## src/rtl/imem_loader_pkg.sv

```systemverilog
// Shared types and constants for the instruction-memory boot loader.
// Optional feature macro: LOADER_CHECKSUM_EN (adds the CHK state and trailer byte).
package loader_pkg;

    typedef enum logic [2:0] {
        CNT_HI,
        CNT_LO,
        DATA,
        CHK,
        DONE,
        ERR
    } state_t;

    localparam int HDR_BYTES      = 2;
    localparam int BYTES_PER_WORD = 4;
    localparam logic [7:0] CHK_INIT = 8'h00;

    // States in which the loader is willing to take a byte from the host link.
    function automatic logic is_rx_state(input state_t s);
        return (s == CNT_HI) || (s == CNT_LO) || (s == DATA) || (s == CHK);
    endfunction

endpackage

```

## src/rtl/imem_loader_if.sv

```systemverilog
// Byte-stream input and instruction-memory write port of the boot loader.
// master: host/byte source side; slave: loader side.
interface imem_loader_if #(
    parameter int ADDR_W = 10
);
    logic [7:0]        rx_data;
    logic              rx_valid;
    logic              rx_ready;
    logic              im_wr_en;
    logic [ADDR_W-1:0] im_wr_adr;
    logic [31:0]       im_wr_data;

    modport master (
        output rx_data,
        output rx_valid,
        input  rx_ready,
        input  im_wr_en,
        input  im_wr_adr,
        input  im_wr_data
    );

    modport slave (
        input  rx_data,
        input  rx_valid,
        output rx_ready,
        output im_wr_en,
        output im_wr_adr,
        output im_wr_data
    );
endinterface

```

## src/rtl/imem_loader_word_assembler.sv

```systemverilog
// Big-endian word assembler: shifts in bytes MSB first and flags the byte
// that completes a word. The completed word is presented combinationally so
// the top level can register it on the same edge that accepts the last byte.
module word_assembler
    import loader_pkg::*;
(
    input  logic        clk,
    input  logic        RESET,
    input  logic [7:0]  i_byte,
    input  logic        i_valid,
    output logic [31:0] o_word,
    output logic        o_word_valid
);

    localparam int CNT_W = $clog2(BYTES_PER_WORD);
    localparam int SH_W  = 8 * (BYTES_PER_WORD - 1);
    localparam logic [CNT_W-1:0] LAST_IDX = CNT_W'(BYTES_PER_WORD - 1);

    logic [CNT_W-1:0] r_cnt;
    logic [SH_W-1:0]  r_shift;

    // Shift each accepted byte in; the counter wraps naturally after the last byte.
    always_ff @(posedge clk) begin
        if (RESET) begin
            r_cnt   <= '0;
            r_shift <= '0;
        end else if (i_valid) begin
            r_cnt   <= r_cnt + CNT_W'(1);
            r_shift <= {r_shift[SH_W-9:0], i_byte};
        end
    end

    assign o_word       = {r_shift, i_byte};
    assign o_word_valid = i_valid && (r_cnt == LAST_IDX);

endmodule

```

## src/rtl/imem_loader.sv

```systemverilog
// Boot-time instruction-memory loader: parses COUNT_HI, COUNT_LO, then N
// big-endian words, writes them to addresses 0..N-1 and holds the CPU in
// reset until the image is complete.
// Optional feature macro: LOADER_CHECKSUM_EN (XOR trailer byte, CHK state).
module imem_loader
    import loader_pkg::*;
#(
    parameter int ADDR_W = 10
)
(
    input  logic          clk,
    input  logic          RESET,
    imem_loader_if.slave  bus,
    output logic          cpu_reset,
    output logic          done,
    output logic          error,
    output logic [ADDR_W:0] words_loaded
);

    localparam int CNT_W = 8 * HDR_BYTES;
    localparam int DEPTH = 2 ** ADDR_W;
    localparam logic [CNT_W:0] DEPTH_CMP = (CNT_W + 1)'(DEPTH);
    localparam logic [CNT_W:0] ONE       = (CNT_W + 1)'(1);

    state_t            r_state;
    state_t            w_state_nxt;
    logic [7:0]        r_count_hi;
    logic [CNT_W-1:0]  r_count;
    logic              r_wr_en;
    logic [ADDR_W-1:0] r_wr_adr;
    logic [31:0]       r_wr_data;
    logic [ADDR_W:0]   r_words;
    logic              r_cpu_reset;

    logic              w_rx_ready;
    logic              w_accept;
    logic [CNT_W-1:0]  w_n;
    logic              w_n_too_big;
    logic              w_last_word;
    logic              w_byte_in;
    logic [31:0]       w_word;
    logic              w_word_valid;

    assign w_rx_ready  = is_rx_state(r_state) && !RESET;
    assign w_accept    = bus.rx_valid && w_rx_ready;
    assign w_n         = {r_count_hi, bus.rx_data};
    assign w_n_too_big = {1'b0, w_n} > DEPTH_CMP;
    assign w_last_word = ((CNT_W + 1)'(r_words) + ONE) == {1'b0, r_count};
    assign w_byte_in   = w_accept && (r_state == DATA);

    word_assembler u_asm (
        .clk          (clk),
        .RESET        (RESET),
        .i_byte       (bus.rx_data),
        .i_valid      (w_byte_in),
        .o_word       (w_word),
        .o_word_valid (w_word_valid)
    );

`ifdef LOADER_CHECKSUM_EN
    logic [7:0] r_chk;

    // Running XOR of every accepted byte; the trailer is compared before it is folded in.
    always_ff @(posedge clk) begin
        if (RESET) begin
            r_chk <= CHK_INIT;
        end else if (w_accept) begin
            r_chk <= r_chk ^ bus.rx_data;
        end
    end
`endif

    // State register.
    always_ff @(posedge clk) begin
        if (RESET) begin
            r_state <= CNT_HI;
        end else begin
            r_state <= w_state_nxt;
        end
    end

    // Next-state decode; the image end goes to CHK only when the trailer exists.
    always_comb begin
        w_state_nxt = r_state;
        case (r_state)
            CNT_HI: begin
                if (w_accept) w_state_nxt = CNT_LO;
            end
            CNT_LO: begin
                if (w_accept) begin
                    if (w_n_too_big) begin
                        w_state_nxt = ERR;
                    end else if (w_n == '0) begin
`ifdef LOADER_CHECKSUM_EN
                        w_state_nxt = CHK;
`else
                        w_state_nxt = DONE;
`endif
                    end else begin
                        w_state_nxt = DATA;
                    end
                end
            end
            DATA: begin
                if (w_word_valid && w_last_word) begin
`ifdef LOADER_CHECKSUM_EN
                    w_state_nxt = CHK;
`else
                    w_state_nxt = DONE;
`endif
                end
            end
            CHK: begin
`ifdef LOADER_CHECKSUM_EN
                if (w_accept) begin
                    w_state_nxt = (bus.rx_data == r_chk) ? DONE : ERR;
                end
`else
                w_state_nxt = ERR;
`endif
            end
            DONE:    w_state_nxt = DONE;
            ERR:     w_state_nxt = ERR;
            default: w_state_nxt = CNT_HI;
        endcase
    end

    // Header capture, registered write port, word counter and CPU reset release.
    always_ff @(posedge clk) begin
        if (RESET) begin
            r_count_hi  <= '0;
            r_count     <= '0;
            r_wr_en     <= 1'b0;
            r_wr_adr    <= '0;
            r_wr_data   <= '0;
            r_words     <= '0;
            r_cpu_reset <= 1'b1;
        end else begin
            r_wr_en     <= w_word_valid;
            r_cpu_reset <= (r_state != DONE);
            if (w_accept && (r_state == CNT_HI)) begin
                r_count_hi <= bus.rx_data;
            end
            if (w_accept && (r_state == CNT_LO)) begin
                r_count <= w_n;
            end
            if (w_word_valid) begin
                r_wr_adr  <= r_words[ADDR_W-1:0];
                r_wr_data <= w_word;
                r_words   <= r_words + (ADDR_W + 1)'(1);
            end
        end
    end

    assign bus.rx_ready   = w_rx_ready;
    assign bus.im_wr_en   = r_wr_en;
    assign bus.im_wr_adr  = r_wr_adr;
    assign bus.im_wr_data = r_wr_data;
    assign cpu_reset      = r_cpu_reset;
    assign done           = (r_state == DONE);
    assign error          = (r_state == ERR);
    assign words_loaded   = r_words;

endmodule
```

## src/flat_wrapper.sv

```systemverilog
// flat-port wrapper written by rule: the top's interface ports become plain ports
module imem_loader_flat import loader_pkg::*;
#(
    parameter int ADDR_W = 10
)
  (clk, RESET, cpu_reset, done, error, words_loaded, bus_rx_data, bus_rx_valid, bus_rx_ready, bus_im_wr_en, bus_im_wr_adr, bus_im_wr_data);
  imem_loader_if #(.ADDR_W(ADDR_W)) bus_i ();
  input  logic clk;
  input  logic RESET;
  output logic cpu_reset;
  output logic done;
  output logic error;
  output logic [ADDR_W:0] words_loaded;
  input wire logic [$bits(bus_i.rx_data)-1:0] bus_rx_data;
  input wire logic [$bits(bus_i.rx_valid)-1:0] bus_rx_valid;
  output wire logic [$bits(bus_i.rx_ready)-1:0] bus_rx_ready;
  output wire logic [$bits(bus_i.im_wr_en)-1:0] bus_im_wr_en;
  output wire logic [$bits(bus_i.im_wr_adr)-1:0] bus_im_wr_adr;
  output wire logic [$bits(bus_i.im_wr_data)-1:0] bus_im_wr_data;
  assign bus_i.rx_data = bus_rx_data;
  assign bus_i.rx_valid = bus_rx_valid;
  assign bus_rx_ready = bus_i.rx_ready;
  assign bus_im_wr_en = bus_i.im_wr_en;
  assign bus_im_wr_adr = bus_i.im_wr_adr;
  assign bus_im_wr_data = bus_i.im_wr_data;
  imem_loader #(.ADDR_W(ADDR_W)) u_core (.clk(clk), .RESET(RESET), .bus(bus_i), .cpu_reset(cpu_reset), .done(done), .error(error), .words_loaded(words_loaded));
endmodule
```

## config.mk

```make
export PLATFORM = sky130hd
export DESIGN_NAME = imem_loader_flat
export DESIGN_NICKNAME = d
export VERILOG_FILES = /design/src/rtl/imem_loader_pkg.sv /design/src/rtl/imem_loader_if.sv /design/src/rtl/imem_loader_word_assembler.sv /design/src/rtl/imem_loader.sv /design/src/flat_wrapper.sv
export SDC_FILE = /design/constraint.sdc
export NUM_CORES = 1
export LEC_CHECK = 0
export CELL_PAD_IN_SITES_DETAIL_PLACEMENT = 1
export CELL_PAD_IN_SITES_GLOBAL_PLACEMENT = 1
export CORE_ASPECT_RATIO = 1.2
export CORE_MARGIN = 2
export CORE_UTILIZATION = 44
export CTS_BUF_LIST = sky130_fd_sc_hd__clkbuf_4 sky130_fd_sc_hd__clkbuf_8
export DETAILED_ROUTE_END_ITERATION = 8
export GPL_TIMING_DRIVEN = 0
export PLACE_DENSITY_LB_ADDON = 0.3
export SYNTH_ARGS = -nofsm -noshare
export SYNTH_HDL_FRONTEND = slang
export SYNTH_SLANG_ARGS = --single-unit
```

## constraint.sdc

```tcl
create_clock -name clk -period 4.8 [get_ports clk]
set_input_delay 0.48 -clock clk [delete_from_list [all_inputs] [get_ports clk]]
set_output_delay 0.48 -clock clk [all_outputs]
set_load 0.1 [all_outputs]
```

==> results of run 1 <==
-- per-stage QoR --
step	std cells	setup slack [ps]	total power, mW
after floorplan	535	1735	1.060
after global placement	724	2125	1.105
after detailed placement	724	2102	1.111
after CTS	740	1849	1.656
after global routing	740	1741	1.714
final	740	1841	1.654
-- cells in the mapped netlist (3+ instances only) --
| library cell | number |
|---|---|
| nand3_1 | 5 |
| nor2_1 | 24 |
| inv_1 | 3 |
| nor3_1 | 8 |
| xor2_1 | 11 |
| nor4_1 | 4 |
| clkbuf_1 | 26 |
| nand4_1 | 4 |
| dfxtp_1 | 108 |
| a21oi_1 | 73 |
| nor3b_1 | 3 |
| xnor2_1 | 11 |
| o21ai_0 | 8 |
| nor2b_1 | 3 |
| nand2_1 | 177 |
| and3_1 | 3 |
| buf_1 | 5 |
| or3_1 | 3 |
| mux2i_1 | 8 |
| nand3b_1 | 18 |
-- flip-flops by register name (all words and copies together), names as in the netlist --
signal and cells:
u_core.u_asm.r_shift 24, u_core.bus.im_wr_adr 10, u_core.r_count 16, u_core.words_loaded 11, u_core.bus.im_wr_data 32, u_core.cpu_reset 1, u_core.u_asm.r_cnt 2, u_core.r_count_hi 8
u_core.bus.im_wr_en 1, u_core.r_state 3
-- cells by family (layout without fill, tap and decap cells) --
group           Yosys count  count (layout)  share of synthesized area
compound gates           91              91                     0.1156
xor+xnor                 22              22                    0.04471
fa+ha+maj                 2               2                   0.005806
buf+inv                  39             121                    0.03804
flops                   108             108                     0.5017
mux                       8               8                    0.01858
simple gates            265             265                     0.2756
-- routing by layer --
metal | vias to the layer above | GRT usage | share of wire
met3 | 12 | 0.04161 | 0.035
met4 | 0 | 0.06860 | 0.013
met5 | - | 0 | 0
met2 | 80 | 0.4119 | 0.49
met1 | 1838 | 0.3210 | 0.46
li1 | 1923 | - | -
-- worst min-delay path by stage --
| stage | to | slack [ps] | cells after the start |
|---|---|---|---|
| after CTS | u_core.bus.im_wr_adr[3] | 460 | 2 |
| after floorplan | u_core.bus.im_wr_data[8] | 430 | 2 |
| final | u_core.bus.im_wr_data[20] | 460 | 2 |
| after global placement | u_core.bus.im_wr_adr[2] | 440 | 2 |
| after global routing | u_core.bus.im_wr_data[28] | 490 | 2 |
| after detailed placement | u_core.r_count[13] | 450 | 2 |
-- final cells by class --
cell class,count,area [um^2],share of cell area
buffer,36,152.6,0.02867
clock buffer,13,172.7,0.03243
clock inverter,3,27.53,0.005170
inverter,3,11.26,0.002115
multi-input combinational,388,1983,0.3725
sequential,108,2162,0.4061
tap,123,153.9,0.02891
timing repair buffer,66,660.6,0.1241
-- worst max-delay path: stages, from the launching register on --
cell and delay, ps:
dfxtp_1 430, nor2b_1 330, and2_1 210, clkdlybuf4s50_1 1140
-- power by group through the flow --
stage	logic (mW)	clock network, mW	registers [mW]
after global placement	0.155	0	0.950
after CTS	0.161	0.564	0.931
after global routing	0.174	0.606	0.934
after floorplan	0.109	0	0.951
final	0.161	0.561	0.931
after detailed placement	0.160	0	0.951
==> results.sh, run 1 <==
export IMPL_cts_tree="yes"
export IMPL_synthTopCellsByArea="dfxtp_1, nand2_1, a21oi_1"
export IMPL_rsz0062_at_grt="no"
export IMPL_num_nets_final=625
export IMPL_grt_max_degree=18
export IMPL_grt_overflow=0
export IMPL_holdBufCountCts=0
export IMPL_yosysSeqAreaShare=0.5017
export IMPL_hold_viol=0
export IMPL_synth_top_area_frac=0.5017
export IMPL_die_w_um=94.34
export IMPL_mostFrequentLayoutCells="nand2_1, dfxtp_1, a21oi_1"
export IMPL_arrival_ps=2480
export IMPL_setup_viol=0
export IMPL_min_path_type="reg -> reg"
export IMPL_path_max_fanout=6
export IMPL_status="completed"
export IMPL_final_common_cell="nand2_1"
export IMPL_drv_slew=0
export IMPL_syn_mean_instance_area_um2=8.054
export IMPL_cp_required_ps=4320
export IMPL_crit_start="u_core.r_state[0]"
export IMPL_cts_inserted_buffers=9
export IMPL_grt_first_pass_wirelength_um=20240
export IMPL_grtUsageTotal=0.2440
export IMPL_fillCellCount=1174
export IMPL_fp_row_count=39
export IMPL_ant_nets=0
export IMPL_p_sw_mw=0.4467
export IMPL_core_area_mm2=0.009515
export IMPL_power_density_mw_per_mm2=310.6
export IMPL_tightest_slew_ps=991.7
export IMPL_worst_setup_path_start_kind="register"
export IMPL_n_antenna_cell=0
export IMPL_ctsResizeCount=0
export IMPL_final_cell_area_mm2=0.005324
export IMPL_peakVddDrop_uv=172.0
export IMPL_seq_power_share=0.563
export IMPL_relSlewSlack=0.3368
export IMPL_post_cts_buffers=0
export IMPL_grt_pass1_vias=4020
export IMPL_antenna_found_initial=0
export IMPL_tns_ps=0
export IMPL_yosysUniqueCellTypes=44
export IMPL_drv_cap=0
export IMPL_worstSetupPathType="reg -> out"
export IMPL_viasPerCell=5.207
export IMPL_cp_end_kind="output pin"
export IMPL_holdCritStartpoint="u_core.bus.im_wr_data[20]"
export IMPL_ys_ff_latch=108
export IMPL_post_route_min_period_ps=2959
export IMPL_synthFlopType="dfxtp_1"
export IMPL_post_route_util=0.5595
export IMPL_detail_route_wl_per_cell_um=16.42
export IMPL_r2r_slack_ps=2200
export IMPL_ys_warn_count=0
export IMPL_drt_pre_antenna_iters=4
export IMPL_vias=3853
export IMPL_syn_to_final_growth_pct=23.55
export IMPL_netSwitchingFraction=0.2701
export IMPL_dpl_hpwl_um=8773
export IMPL_whs_ps=459.7
export IMPL_fin_skew_ps=12.09
export IMPL_clkTransAtPathRegs_ps=100
export IMPL_die_area_mm2=0.01060
export IMPL_synthArstFlopShare=0
export IMPL_numPortBuffers=66
export IMPL_min_period_over_period=0.6164
export IMPL_h_tree_depth=3
export IMPL_synth_nets=548
export IMPL_placed_area_mm2=0.005124
export IMPL_drc=0
export IMPL_gp_congestion=0.8275
export IMPL_r2r_cells=7
export IMPL_worstReg2RegStart="u_core.words_loaded[0]"
export IMPL_leakagePower_nw=1.900
export IMPL_postRouteWirelength_um=12150
export IMPL_top_level_ports=69
export IMPL_p_int_mw=1.207
export IMPL_clock_sinks=108
export IMPL_clk_path_buf_depth=2
export IMPL_syn_area_mm2=0.004309
export IMPL_r2r_end="u_core.r_state[2]"
export IMPL_drive_gt1_frac=0.04862
export IMPL_power_share_clock=0.339
export IMPL_dieHeight_um=112.4
export IMPL_cts_root_buf="clkbuf_8"
export IMPL_insertion_delay_ps=380
export IMPL_worstSetupEndpoint="error"
export IMPL_start_util=0.4529
export IMPL_drtIter0Drc=143
export IMPL_fmax_mhz=338.0
export IMPL_synth_top_area_cell="dfxtp_1"
export IMPL_p_comb_frac=0.097
export IMPL_synthCells=535
export IMPL_synth_edf_count=0
(Power assumes the default switching activity.)
==> run 2, diff against run 1 <==
Settings changed: CORE_UTILIZATION 44 to 41.
Clock period 4.8 ns to 3 ns, I/O delays scaled along.
==> results.sh, run 2 (synthesis results as in run 1) <==
export IMPL_status="completed"
export IMPL_cp_end_kind="output pin"
export IMPL_detail_route_wl_per_cell_um=15.90
export IMPL_cts_root_buf="clkbuf_8"
export IMPL_holdCritStartpoint="u_core.bus.im_wr_adr[5]"
export IMPL_fp_row_count=41
export IMPL_place_ws_ps=431.0
export IMPL_cp_required_ps=2700
export IMPL_tightest_slew_ps=979.2
export IMPL_seq_area_mm2=0.002162
export IMPL_clkTransAtPathRegs_ps=110
export IMPL_grt_first_pass_wirelength_um=19240
export IMPL_largest_reg_flops=32
export IMPL_clock_sinks=108
export IMPL_drt_pre_antenna_iters=5
export IMPL_worstSetupPathType="reg -> out"
export IMPL_clk_path_buf_depth=2
export IMPL_hold_viol=0
export IMPL_viasPerCell=5.209
export IMPL_postRouteWirelength_um=11870
export IMPL_num_nets_final=625
export IMPL_leakagePower_nw=1.898
export IMPL_post_cts_buffers=0
export IMPL_hold_end="u_core.bus.im_wr_adr[5]"
export IMPL_die_w_um=97.59
export IMPL_final_common_cell="nand2_1"
export IMPL_grt_overflow=0
export IMPL_start_util=0.4158
export IMPL_ant_nets=0
export IMPL_drtIter0Drc=147
export IMPL_drc=0
export IMPL_worst_slack_ps=210.5
export IMPL_syn_to_final_growth_pct=23.84
export IMPL_path_max_fanout=6
export IMPL_fillCellCount=1270
export IMPL_top_level_ports=69
export IMPL_h_tree_depth=3
export IMPL_multiInputGateArea_mm2=0.001983
export IMPL_grt_pass1_vias=3791
export IMPL_drv_cap=0
export IMPL_holdBufCountCts=0
export IMPL_r2r_slack_ps=420
export IMPL_numPortBuffers=66
export IMPL_ctsResizeCount=0
export IMPL_r2r_end="u_core.r_state[2]"
export IMPL_n_antenna_cell=0
export IMPL_dieHeight_um=116.3
export IMPL_insertion_delay_ps=380
export IMPL_die_area_mm2=0.01135
export IMPL_min_path_cells=2
export IMPL_drive_gt1_frac=0.04862
export IMPL_setup_viol=0
export IMPL_grtUsageTotal=0.2138
export IMPL_r2r_cells=7
export IMPL_min_period_over_period=0.9298
export IMPL_gp_congestion=0.8659
export IMPL_grt_max_degree=20
export IMPL_power_density_mw_per_mm2=501.3
export IMPL_tns_ps=0
export IMPL_final_cell_area_mm2=0.005336
export IMPL_vias=3886
export IMPL_arrival_ps=2490
export IMPL_worst_setup_path_start_kind="register"
export IMPL_rsz0062_at_grt="no"
export IMPL_post_route_min_period_ps=2789
export IMPL_core_area_mm2=0.01036
export IMPL_drv_slew=0
export IMPL_worstReg2RegStart="u_core.words_loaded[0]"
export IMPL_peakVddDrop_uv=360.2
export IMPL_dpl_hpwl_um=8770
export IMPL_fmax_mhz=358.5
export IMPL_antenna_found_initial=0
export IMPL_cts_tree="yes"
export IMPL_relSlewSlack=0.3451
export IMPL_fin_skew_ps=9.943
export IMPL_min_path_type="reg -> reg"
export IMPL_power_mw=2.675
export IMPL_placed_area_mm2=0.005131
export IMPL_mostFrequentLayoutCells="nand2_1, dfxtp_1, a21oi_1"
export IMPL_whs_ps=458.2
export IMPL_cts_inserted_buffers=9
==> run 2: cell types whose count changed in the layout (fill, tap and decap cells not counted) <==
cell        delta
clkbuf_4       -1
clkinvlp_4     +1
clkbuf_8       -3
clkinv_2       +1
bufinv_16      +1
inv_8          +1
==> run 2: routing by layer <==
metal	track usage	part of all wire
met1	0.2710	0.48
met2	0.3687	0.47
met3	0.03531	0.030
met4	0.08241	0.026
met5	0	0
==> run 2: area by class of cell <==
cell class,count,area share
multi-input combinational,388,0.3716
clock buffer,9,0.02321
tap,129,0.03025
timing repair buffer,66,0.1238
buffer,36,0.02860
clock inverter,7,0.01524
sequential,108,0.4052
inverter,3,0.002110
==> run 2: power by group <==
part / total [mW] / switching (mW) / internal [mW]
clock: 0.927 / 0.528 / 0.399
sequential: 1.49 / 0.0298 / 1.46
combinational: 0.258 / 0.176 / 0.0813
==> run 2: worst max path at each step <==
stage / from / to / slack [ps] / cells after the start
final: u_core.r_state[0] / error / 210 / 3
after global routing: u_core.r_state[0] / error / 140 / 3
after CTS: u_core.r_state[2] / done / 220 / 3
after detailed placement: u_core.words_loaded[0] / u_core.r_state[2] / 430 / 7
after global placement: u_core.words_loaded[0] / u_core.r_state[2] / 500 / 7
after floorplan: u_core.words_loaded[0] / u_core.r_state[2] / 40 / 7
==> run 2: worst max-delay path: stages, from the launching register on <==
cell and delay (ps):
dfxtp_1 430, nor2b_1 340, and2_1 200, clkdlybuf4s50_1 1140
==> run 2: metrics by stage <==
stage                     utilization  cells
after floorplan                     -    535
after global placement         0.4952    730
after detailed placement       0.4952    730
after CTS                      0.5150    746
after global routing           0.5150    746
final                          0.5150    746
